File: config.mk
export PLATFORM = sky130hd
export DESIGN_NAME = microseq
export DESIGN_NICKNAME = d
export VERILOG_FILES = /design/src/rtl/microseq_pkg.sv /design/src/rtl/microseq_stack.sv /design/src/rtl/microseq.sv
export SDC_FILE = /design/constraint.sdc
export NUM_CORES = 1
export LEC_CHECK = 0
export BUFFER_PORTS_ARGS = -buffer_cell sky130_fd_sc_hd__buf_2
export CORE_UTILIZATION = 43
export CTS_CLUSTER_DIAMETER = 40
export DETAILED_ROUTE_END_ITERATION = 8
export PLACE_DENSITY_LB_ADDON = 0.2
export SLEW_MARGIN = 30
export SYNTH_ARGS = -nofsm -noshare
export SYNTH_HDL_FRONTEND = slang
export SYNTH_SLANG_ARGS = --single-unit
File: constraint.sdc
create_clock -name clk -period 4.4 [get_ports clk]
set_clock_uncertainty 0.1 [all_clocks]
set_input_delay 1.1 -clock clk [delete_from_list [all_inputs] [get_ports clk]]
set_output_delay 1.1 -clock clk [all_outputs]
set_load 0.01 [all_outputs]
File: src/rtl/microseq_pkg.sv
// Shared types for the microprogram sequencer: instruction codes and D-source enables.
package microseq_pkg;

    localparam int unsigned SQI_W  = 4;
    localparam int unsigned DSRC_W = 3;

    typedef enum logic [SQI_W-1:0] {
        JZ   = 4'd0,
        CJS  = 4'd1,
        JMAP = 4'd2,
        CJP  = 4'd3,
        PUSH = 4'd4,
        JSRP = 4'd5,
        CJV  = 4'd6,
        JRP  = 4'd7,
        RFCT = 4'd8,
        RPCT = 4'd9,
        CRTN = 4'd10,
        CJPP = 4'd11,
        LDCT = 4'd12,
        LOOP = 4'd13,
        CONT = 4'd14,
        TWB  = 4'd15
    } sqi_e;

    // Packed as {pl_n, map_n, vect_n}; exactly one bit low.
    typedef enum logic [DSRC_W-1:0] {
        DSRC_PL   = 3'b011,
        DSRC_MAP  = 3'b101,
        DSRC_VECT = 3'b110
    } dsrc_e;

endpackage

File: src/rtl/microseq_stack.sv
// Return-address stack: storage, stack pointer, full/empty flags.
// Sticky overflow/underflow flag is built only with MICROSEQ_STACK_ERR_EN.
module microseq_stack #(
    parameter int unsigned AW     = 12,
    parameter int unsigned SDEPTH = 5
) (
    input  logic          clk,
    input  logic          nreset,
    input  logic          push_i,
    input  logic          pop_i,
    input  logic          clr_i,
    input  logic [AW-1:0] din_i,
    output logic [AW-1:0] tos_o,
    output logic          full_n_o,
    output logic          empty_o,
    output logic          err_o
);
    localparam int unsigned SPW  = $clog2(SDEPTH + 1);
    localparam int unsigned IDXW = (SDEPTH > 1) ? $clog2(SDEPTH) : 1;

    logic [AW-1:0]  mem_q [SDEPTH];
    logic [AW-1:0]  last_q;
    logic [SPW-1:0] sp_q, sp_d;
    logic [IDXW-1:0] wr_idx, rd_idx;
    logic           full, emp;

    assign full     = (sp_q == SPW'(SDEPTH));
    assign emp      = (sp_q == '0);
    assign full_n_o = ~full;
    assign empty_o  = emp;

    // A push into a full stack overwrites the current top entry.
    assign wr_idx = full ? IDXW'(SDEPTH - 1) : IDXW'(sp_q);
    assign rd_idx = IDXW'(sp_q - SPW'(1));
    assign tos_o  = emp ? last_q : mem_q[rd_idx];

    always_comb begin
        sp_d = sp_q;
        if (clr_i) begin
            sp_d = '0;
        end else if (push_i && !full) begin
            sp_d = sp_q + SPW'(1);
        end else if (pop_i && !emp) begin
            sp_d = sp_q - SPW'(1);
        end
    end

    always_ff @(posedge clk or negedge nreset) begin
        if (!nreset) begin
            sp_q   <= '0;
            last_q <= '0;
            for (int k = 0; k < int'(SDEPTH); k++) begin
                mem_q[k] <= '0;
            end
        end else begin
            sp_q <= sp_d;
            if (push_i) begin
                mem_q[wr_idx] <= din_i;
                last_q        <= din_i;
            end
        end
    end

`ifdef MICROSEQ_STACK_ERR_EN
    logic err_q;

    always_ff @(posedge clk or negedge nreset) begin
        if (!nreset) begin
            err_q <= 1'b0;
        end else if ((push_i && full) || (pop_i && emp)) begin
            err_q <= 1'b1;
        end
    end

    assign err_o = err_q;
`else
    assign err_o = 1'b0;
`endif

endmodule

File: src/rtl/microseq.sv
// Parametrised Am2910-style microprogram sequencer with condition mux, hold and interrupt entry.
// Define MICROSEQ_STACK_ERR_EN to build the sticky stack error flag (stk_err).
module microseq
    import microseq_pkg::*;
#(
    parameter int unsigned AW     = 12,
    parameter int unsigned SDEPTH = 5,
    parameter int unsigned NCOND  = 32
) (
    input  logic                     clk,
    input  logic                     nreset,
    input  logic [SQI_W-1:0]         i,
    input  logic [AW-1:0]            d,
    input  logic [NCOND-1:0]         cond_vec,
    input  logic [$clog2(NCOND)-1:0] cond_sel,
    input  logic                     cond_inv,
    input  logic                     ccen_n,
    input  logic                     rld_n,
    input  logic                     ci,
    input  logic                     hold,
    input  logic                     irq_req,
    input  logic                     irq_en,
    input  logic [AW-1:0]            vec,
    output logic [AW-1:0]            y,
    output logic                     pl_n,
    output logic                     map_n,
    output logic                     vect_n,
    output logic                     full_n,
    output logic                     empty,
    output logic                     irq_ack,
    output logic                     stk_err
);
    logic [AW-1:0] upc_q, upc_d, r_q, r_d, tos, y_dec, stk_din;
    logic          pass, r_zero, irq_take, ack_q;
    logic          push_dec, pop_dec, clr_dec;
    logic          st_push, st_pop, st_clr;
    logic [DSRC_W-1:0] dsrc_out;
    dsrc_e         dsrc;
    sqi_e          op;

    assign op     = sqi_e'(i);
    assign pass   = ccen_n | (cond_vec[cond_sel] ^ cond_inv);
    assign r_zero = (r_q == '0);

    // Instruction decode: address select, stack requests and counter update.
    always_comb begin
        y_dec    = upc_q;
        dsrc     = DSRC_PL;
        push_dec = 1'b0;
        pop_dec  = 1'b0;
        clr_dec  = 1'b0;
        r_d      = r_q;
        case (op)
            JZ:   begin y_dec = '0; clr_dec = 1'b1; end
            CJS:  if (pass) begin push_dec = 1'b1; y_dec = d; end
            JMAP: begin y_dec = d; dsrc = DSRC_MAP; end
            CJP:  if (pass) y_dec = d;
            PUSH: begin push_dec = 1'b1; if (pass) r_d = d; end
            JSRP: begin push_dec = 1'b1; y_dec = pass ? d : r_q; end
            CJV:  begin dsrc = DSRC_VECT; if (pass) y_dec = d; end
            JRP:  y_dec = pass ? d : r_q;
            RFCT: if (!r_zero) begin y_dec = tos; r_d = r_q - AW'(1); end
                  else pop_dec = 1'b1;
            RPCT: if (!r_zero) begin y_dec = d; r_d = r_q - AW'(1); end
            CRTN: if (pass) begin y_dec = tos; pop_dec = 1'b1; end
            CJPP: if (pass) begin y_dec = d; pop_dec = 1'b1; end
            LDCT: r_d = d;
            LOOP: if (pass) pop_dec = 1'b1; else y_dec = tos;
            CONT: ;
            TWB:  if (pass) pop_dec = 1'b1;
                  else if (!r_zero) begin y_dec = tos; r_d = r_q - AW'(1); end
                  else begin pop_dec = 1'b1; y_dec = d; end
            default: ;
        endcase
        if (!rld_n) r_d = d;
    end

    // The ack cycle masks irq_req so a held level cannot re-enter back to back.
    assign irq_take = irq_req & irq_en & ~hold & ~ack_q;

    always_comb begin
        y        = y_dec;
        dsrc_out = dsrc;
        if (!nreset) begin
            y        = '0;
            dsrc_out = DSRC_PL;
        end else if (irq_take) begin
            y = vec;
        end
    end

    assign {pl_n, map_n, vect_n} = dsrc_out;
    assign irq_ack = ack_q & ~hold;

    // Interrupt entry replaces the instruction's own stack effect with one push.
    assign st_push = ~hold & (irq_take | push_dec);
    assign st_pop  = ~hold & ~irq_take & pop_dec;
    assign st_clr  = ~hold & ~irq_take & clr_dec;
    assign stk_din = irq_take ? y_dec : upc_q;
    assign upc_d   = y + AW'(ci & ~irq_take);

    always_ff @(posedge clk or negedge nreset) begin
        if (!nreset) begin
            upc_q <= '0;
            r_q   <= '0;
            ack_q <= 1'b0;
        end else begin
            ack_q <= irq_take;
            if (!hold) begin
                upc_q <= upc_d;
                r_q   <= r_d;
            end
        end
    end

    microseq_stack #(
        .AW     (AW),
        .SDEPTH (SDEPTH)
    ) u_stack (
        .clk      (clk),
        .nreset   (nreset),
        .push_i   (st_push),
        .pop_i    (st_pop),
        .clr_i    (st_clr),
        .din_i    (stk_din),
        .tos_o    (tos),
        .full_n_o (full_n),
        .empty_o  (empty),
        .err_o    (stk_err)
    );

endmodule

==> reports/metrics.csv <==
stage,metric,value,unit
floorplan,pin_count,93,
grt,grt_first_pass_wirelength,40.6,mm
finish,final_cell_mix,"buf_4, dfrtp_1, buf_2, nand2_1, nor2_1",
finish,drive_gt1_share,43.1,%
status,violations,setup timing,
yosys,synthFlopType,dfrtp_1,
yosys,yosysUniqueCellTypes,85,
run,drv_cap,0,
floorplan,start_util,43.9,%
floorplan,rows,48,
critical_path,r2r_end,upc_q[10],
yosys,seq_area_frac_synth,33.2,%
yosys,syn_nets,905,
timing,fin_ws,-0.330,ns
yosys,syn_avg_cell_area,9.14,µm²
grt,grt_max_degree,69,
placement,hpwl,18.9,mm
timing,rsz0062_at_grt,yes,
clocking,htreeDepth,3,
routing,drt-total-wl,25.5,mm
clocking,cts_tree,yes,
clocking,clock_latency,0.36,ns
yosys,syn_inst,824,
yosys,syn_area,7530,µm²
clocking,postCtsHoldBufs,0,
yosys,synthTopCellsByArea,"dfrtp_1, mux2_2, a21oi_1",
yosys,synth_edf_count,0,
timing,finalSetupViolCount,14,
hold_path,hold_class,flop to flop,
critical_path,ff2ff_setup_slack,0.16,ns
pwr,leakage,4.73,nW
clocking,cts.sinks,100,
routing,ant_nets,0,
placement,port-buffer-count,91,
grt,antenna_found_initial,0,
floorplan,core-area,17200,µm²
yosys,ys_ff_latch,100,
finish,instances_no_fill,1287,
critical_path,crit_path_end_kind,output port,
yosys,synth.top_cell.area_share,33.2,%
hold_path,holdPathEnd,u_stack.mem_q[45],
finish,diodes,0,
critical_path,crit_type,primary input to output port,
routing,vias,7660,
clocking,clk_pin_slew,0.07,ns
yosys,async_flop_share,100,%
status,status,"complete, but fails checks",
routing,drtIter0Drc,621,
timing,fin_crit_sh,107,%
finish,fillers,1512,
timing,maxSlewViolCount,0,
finish,final_common_cell,buf_4,
floorplan,die_area,18100,µm²
routing,via_per_inst,5.95,
routing,wl_per_cell,19.8,µm
routing,drtPass1Iterations,7,
floorplan,die_w,134,µm
timing,hold_viol,0,
timing,relSlewSlack,41.3,%
pwr,power.density,425,nW/µm²
yosys,synth_area_leader_cell,dfrtp_1,
finish,multi_input_area,5100,µm²
clocking,cts_buffers,9,
critical_path,critical_path.startpoint_type,primary input,
timing,tightest_slew,0.874,ns
hold_path,hold_depth,1,
yosys,yosysWarnings,0,
placement,globalplace.congestion,0.997,
finish,final_util,60.4,%
finish,area_delta_synth_final,37.8,%
critical_path,r2r-start,u_stack.sp_q[0],
critical_path,path_max_fanout,7,
floorplan,die_h,134,µm
critical_path,cp.arrival,3.53,ns
clocking,max-clock-path-buffers,2,
finish,seq_area,2500,µm²
grt,grt_pass1_vias,7629,
critical_path,cp_data_required_time,3.20,ns
clocking,cts_root_buf,clkbuf_16,
timing,max_freq,0.211,GHz
placement,placedCellCount,1239,
grt,grt_use_total,29.0,%
finish,nets,1138,
timing,period_needed,4.73,ns
routing,drc,0,
timing,fin_setup_tns,-3.19,ns
grt,grt_overflow_total,0,
pwr,vdd_drop_max,0.364,mV
critical_path,reg2regPathDepth,21,
hold_path,worstHoldStart,u_stack.mem_q[45],
## cells in the mapped netlist, drive strengths merged, types with 7 or more instances
cell type and instances:
a21oi 62, buf 31, a22oi 20, clkbuf 27
ha 7, and3 17, mux2i 24, mux4 12
nand2 79, nor2 66, and2 14, inv 17
dfrtp 100, nand3 31, a221o 8, nand2b 12
a21o 7, a31oi 13, o31ai 9, o21ai 61
nor3 22, a32oi 7, mux2 75, xnor2 7
## metrics by stage
stage                     cell area [µm²]  hold slack, ns  worst slack, ns  power [W]
after floorplan                      7600           0.352           -0.291    0.00253
after global placement               9260           0.365           -0.588    0.00327
after detailed placement             9260           0.372           -0.641    0.00330
after CTS                           10100           0.389           -0.297    0.00433
after global routing                10400           0.397           -0.442    0.00467
final                               10400           0.383           -0.330    0.00441
## how the worst max path moves through the flow
stage,from,slack [ns],endpoint
detailed placement,cond_sel[1],-0.64,upc_q[6]
finish,cond_sel[1],-0.33,y[6]
CTS,cond_sel[1],-0.30,y[6]
floorplan,cond_sel[1],-0.29,upc_q[10]
global route,u_stack.sp_q[0],-0.44,y[0]
global placement,cond_sel[1],-0.59,y[6]
## layer usage
layer / GRT usage (%) / share of wire [%]
met1: 36.3 / 41
met2: 49.1 / 48
met3: 4.69 / 5.4
met4: 13.5 / 4.8
met5: 0 / 0
## where the power goes
part	leakage (nW)	internal [W]	total (W)	switching, W
clock	0.152	0.000454	0.000841	0.000387
sequential	1.29	0.00122	0.00142	0.000207
combinational	3.29	0.00111	0.00215	0.00103
## critical path: stages
cell and delay [ns]:
buf_12 0.11, buf_12 0.13, buf_6 0.12, mux2i_2 0.15, a211oi_2 0.29, a31oi_4 0.14, and2_4 0.18, buf_6 0.11
mux2_4 0.31, o31a_1 0.31, nor4_2 0.26, buf_4 0.18, nor2_4 0.04, buf_6 0.11
## sequential cells by signal, indices dropped and copies added, names as in the netlist
| name | count |
|---|---|
| ack_q | 1 |
| r_q | 12 |
| u_stack.last_q | 12 |
| u_stack.mem_q | 60 |
| u_stack.sp_q | 3 |
| upc_q | 12 |
## area by class of cell
class,instances,share of cell area [%]
Multi-Input combinational cell,648,49.2
Sequential cell,100,24.1
Timing Repair Buffer,280,20.4
Tap cell,225,2.71
Clock buffer,10,2.21
Clock inverter,6,0.772
Inverter,18,0.651
## cells by family after synthesis
logic type | synth area share, %
and+or+nand+nor | 18.9
AOI/OAI and AO/OA | 22.3
muxes | 18.0
DFF | 33.2
buffers and inverters | 5.17
xor gates and xnor gates | 1.28
adders and majority gates | 1.16
other | 0.0498
## timing repair
| item | in CTS | in global routing |
|---|---|---|
| buffers inserted | 24 | 11 |
| endpoints found under the setup margin | 16 | 17 |
| gates resized for setup | 78 | 38 |
| pin swaps | 42 | 19 |
| gates cloned | 1 | 0 |
No activity file was read; power rests on OpenSTA's default activity.
